**src/rtl/product_accumulator.sv**
```systemverilog
// Sums N_TERMS consecutive products from the serial multiplier and hands the
// finished sum downstream over a valid/ready port (dot-product accumulator).
module product_accumulator #(
  parameter int PW      = 8,
  parameter int ACC_W   = 16,
  parameter int N_TERMS = 4
) (
  input  logic             clk,
  input  logic             rst,
  input  logic             clear,
  input  logic             prod_valid,
  input  logic [PW-1:0]    prod_data,
  output logic             prod_ready,
  output logic             sum_valid,
  output logic [ACC_W-1:0] sum_data,
  input  logic             sum_ready,
  output logic             overflow,
  output logic [7:0]       term_cnt
);

  typedef enum logic {ACCUM, HOLD} state_t;

  state_t           state_reg;
  logic [ACC_W-1:0] acc_reg;
  logic [ACC_W-1:0] sum_reg;
  logic             overflow_reg;
  logic             prod_ready_reg;
  logic             sum_valid_reg;
  logic [7:0]       term_cnt_reg;

  logic [ACC_W:0]   add_next;
  logic             last_term;

  // One extra bit captures the carry out of the accumulator width.
  assign add_next  = {1'b0, acc_reg} + (ACC_W+1)'(prod_data);
  assign last_term = (term_cnt_reg == 8'(N_TERMS - 1));

  always_ff @(posedge clk) begin
    if (rst) begin
      state_reg      <= ACCUM;
      acc_reg        <= '0;
      sum_reg        <= '0;
      overflow_reg   <= 1'b0;
      term_cnt_reg   <= 8'd0;
      prod_ready_reg <= 1'b1;
      sum_valid_reg  <= 1'b0;
    end else if (clear) begin
      // A product offered alongside clear is consumed but deliberately dropped.
      state_reg      <= ACCUM;
      acc_reg        <= '0;
      overflow_reg   <= 1'b0;
      term_cnt_reg   <= 8'd0;
      prod_ready_reg <= 1'b1;
      sum_valid_reg  <= 1'b0;
    end else begin
      case (state_reg)
        ACCUM: begin
          if (prod_valid) begin
            acc_reg      <= add_next[ACC_W-1:0];
            overflow_reg <= overflow_reg | add_next[ACC_W];
            term_cnt_reg <= term_cnt_reg + 8'd1;
            if (last_term) begin
              sum_reg        <= add_next[ACC_W-1:0];
              state_reg      <= HOLD;
              prod_ready_reg <= 1'b0;
              sum_valid_reg  <= 1'b1;
            end
          end
        end
        HOLD: begin
          // No product is taken on the handoff edge; prod_ready rises after it.
          if (sum_ready) begin
            state_reg      <= ACCUM;
            acc_reg        <= '0;
            overflow_reg   <= 1'b0;
            term_cnt_reg   <= 8'd0;
            prod_ready_reg <= 1'b1;
            sum_valid_reg  <= 1'b0;
          end
        end
        default: state_reg <= ACCUM;
      endcase
    end
  end

  assign prod_ready = prod_ready_reg;
  assign sum_valid  = sum_valid_reg;
  assign sum_data   = sum_reg;
  assign overflow   = overflow_reg;
  assign term_cnt   = term_cnt_reg;

endmodule

```
**config.mk**
```make
export PLATFORM = sky130hd
export DESIGN_NAME = product_accumulator
export DESIGN_NICKNAME = d
export VERILOG_FILES = /design/src/rtl/product_accumulator.sv
export SDC_FILE = /design/constraint.sdc
export NUM_CORES = 1
export LEC_CHECK = 0
export ABC_CLOCK_PERIOD_IN_PS = 4300
export BUFFER_PORTS_ARGS = -buffer_cell sky130_fd_sc_hd__buf_2
export CAP_MARGIN = 20
export CORE_UTILIZATION = 40
export CTS_BUF_LIST = sky130_fd_sc_hd__clkbuf_4
export DETAILED_ROUTE_END_ITERATION = 8
export HOLD_SLACK_MARGIN = 0.15
export PLACE_DENSITY_LB_ADDON = 0.15
export RECOVER_POWER = 25
export SYNTH_ARGS = -nofsm -noshare
export SYNTH_HDL_FRONTEND = slang
export SYNTH_SLANG_ARGS = --single-unit
```
**constraint.sdc**
```tcl
create_clock -name clk -period 4.3 [get_ports clk]
set_clock_uncertainty 0.05 [all_clocks]
set_input_delay 1.075 -clock clk [delete_from_list [all_inputs] [get_ports clk]]
set_output_delay 1.075 -clock clk [all_outputs]
set_load 0.005 [all_outputs]
```
==> results.toml <==
[status]
status = "finished, final reports clean"

[logic_synthesis]
async_reset_ff_share_pct = 0
synth_xor_area_share_pct = 4.463
synth_top_area_share_pct = 37.41
synth_area_sq_um = 2355
synth_area_leaders = "dfxtp_1 37%, ha_1 4.8%, nand2_1 4.8%"
synth_top_family_by_area = "compound AO/OA/AOI/OAI gates"
synth.largest_area_cell = "dfxtp_1"
synthesis.nets = 295
synth_fa_ha_area_share_pct = 5.632
ys_top_cells_by_count = "44 x dfxtp_1, 30 x nand2_1, 29 x nor2_1"
yosys.area_share.simple_pct = 24.07
synth_compound_area_share_pct = 24.87
synthFlopType = "dfxtp_1"
synth_edf_count = 0
synthCells = 272
ys_seq_area_share_pct = 37.41
syn_area_per_cell_sq_um = 8.657
synth.distinct_cells = 56
yosysMostFrequentCell = "dfxtp_1"
synth_seq_cells = 44
synthMuxAreaShare_pct = 0.9033
ys.warnings.count = 0

[hold_path]
min_from = "sum_data[3]"
whs_path_depth = 2
min_to = "sum_data[3]"
hp-class = "reg -> reg"

[pwr]
p_switching_uw = 195.9
clkPwrFrac_pct = 29.8
seq_power_share_pct = 58.7
p_int_uw = 510.3
powerDensity_nw_per_um2 = 266.2
comb_power_share_pct = 11.5
peakVddDrop_uv = 133.3
p_leak_nw = 1.078
p_sw_share_pct = 27.73
power_uw = 706.2

[detailed_routing]
met1_length_mm = 2.767
wl_per_cell_um = 14.87
drt_iter0_drc = 96
drc_errors = 0
dr_wl_met3_um = 314
wl_mm = 5.680
firstDrtPassIters = 5
routed_via_density = 5.628
top_layer = "met4"
vias = 2150
route.met2.wl_mm = 2.527
ant_nets = 0

[clocking]
clock_path_buffers = 2
cts.sinks = 44
cts_setup_buffers = 0
numCtsBuffers = 5
cts_resized = 0
clk_latency_ns = 0.37
path_clk_slew_ns = 0.14
cts_hold_buf = 0
cts_tree = "done"
root_buffer = "clkbuf_4"
htree_levels = 2

[grt]
track_usage_pct = 20.05
grt_pass1_vias = 1965
grt_max_degree = 25
grt_pass1_wl_mm = 9.660
grt-ovfl-total = 0
antenna_found_initial = 0

[critical_path]
rr_worst_depth = 6
cp.required_ns = 4.51
r2r_slack_ns = 1.85
critPathMaxFanout = 15
critPathMaxStageDelay_ns = 0.58
path_cells = "buf_2 -> nor2b_1 -> clkbuf_1 -> nand3_1 -> nor2_2 -> nor2_1 -> a2111oi_2"
crit_slowest_cell = "nor2_2"
cp-end-kind = "flop"
r2r_start = "state_reg"
cp.arrival_ns = 3.06
criticalPathCategory = "in -> reg"
timing.rr.end = "sum_data[15]"
startpoint_type = "input pin"

[die]
fp.dieW_um = 78.73
rows = 27
ioPinCount = 40
die_area_sq_um = 6198
core_sq_um = 5574
die_height_um = 78.73
start_util_pct = 42.24

[sta]
worst_slew_pin_slew_ns = 1.102
slew_headroom_pct = 26.56
min_period_ns = 2.852
holdWs_ns = 0.4094
hold_violations = 0
fmax_mhz = 350.6
tns_ns = 0
fin_crit_sh_pct = 66.33
slew_viol_final = 0
setup_ws_ns = 1.448
finalSetupViolCount = 0
rsz0062_at_grt = "false"

[placement]
port_buffers = 39
place.gp.congestion = 0.8303
dp_hpwl_mm = 4.109
dpl_cell_area_sq_um = 2604
place_ws_ns = 1.156

[cells_and_area]
diodes = 0
final_area_sq_um = 2653
nets = 332
syn_to_final_growth_pct = 12.65
drive_gt1_share_pct = 18.39

[flow_run]
drv_cap = 0
[final cells by class]
type,count,area [sq um]
clock buffer,6,45.04
timing repair buffer,41,202.7
multi-input combinational,214,1411
sequential,44,880.8
tap,72,90.09
inverter,3,11.26
clock inverter,2,11.26
fill,581,2922
[cells by family (layout without fill, tap and decap cells)]
kind of cell | Yosys count | count (layout)
adders and majority gates | 10 | 10
and+or+nand+nor | 109 | 109
buffers and inverters | 14 | 52
xor gates and xnor gates | 12 | 12
DFF | 44 | 44
muxes | 2 | 2
AOI/OAI and AO/OA | 81 | 81
[critical path, delay by kind of cell]
| kind | cells | cell delay (ns) |
|---|---|---|
| AND/OR/NAND/NOR | 4 | 1.09 |
| buffers and inverters | 2 | 0.59 |
| AO/OA/AOI/OAI | 1 | 0.29 |
[layout by cell type (no fill, tap or decap), types with 4 or more instances in the layout]
master	instances
clkbuf_4	6
dfxtp_1	44
nor4_1	6
a21o_1	6
o211a_1	4
xnor2_1	4
clkbuf_1	4
a21oi_1	19
o21ai_0	10
xor2_1	8
buf_2	36
o31ai_1	4
or3_1	4
a211oi_1	10
nand3_1	8
nand4_1	6
nor2_1	29
nand2_1	30
ha_1	9
nand3b_1	4
a22oi_1	5
[how the worst max path moves through the flow]
stage                      start            to  slack, ns  cells past startpoint
floorplan           prod_data[0]   sum_data[8]       1.47                      8
global placement    prod_data[0]   sum_data[8]       1.22                      8
detailed placement  prod_data[0]    acc_reg[8]       1.16                      8
CTS                 prod_data[0]   sum_data[8]       1.55                      8
global route          prod_valid  sum_data[15]       1.14                      7
finish                prod_valid  sum_data[15]       1.45                      7
[metal layers]
metal  GRT usage (%)  vias to the layer above
met5               0                        -
met4           6.852                        0
met3           3.908                        5
met2           31.48                       65
met1           27.30                      988
li1                -                     1092
[power by group through the flow]
| stage | sequential (mW) | clock, mW | combinational (mW) |
|---|---|---|---|
| 2_1_floorplan | 0.423 | 0 | 0.0594 |
| 3_3_place_gp | 0.423 | 0 | 0.0811 |
| 3_5_place_dp | 0.423 | 0 | 0.0818 |
| 4_1_cts | 0.414 | 0.217 | 0.0823 |
| 5_1_grt | 0.415 | 0.233 | 0.0905 |
| 6_report | 0.414 | 0.210 | 0.0816 |
[per-stage QoR]
stage,util (%),cells
global placement,46.71,374
detailed placement,46.71,374
CTS,47.72,382
floorplan,-,272
finish,47.59,382
global route,47.59,382
Power figures use the tool's default switching activity.
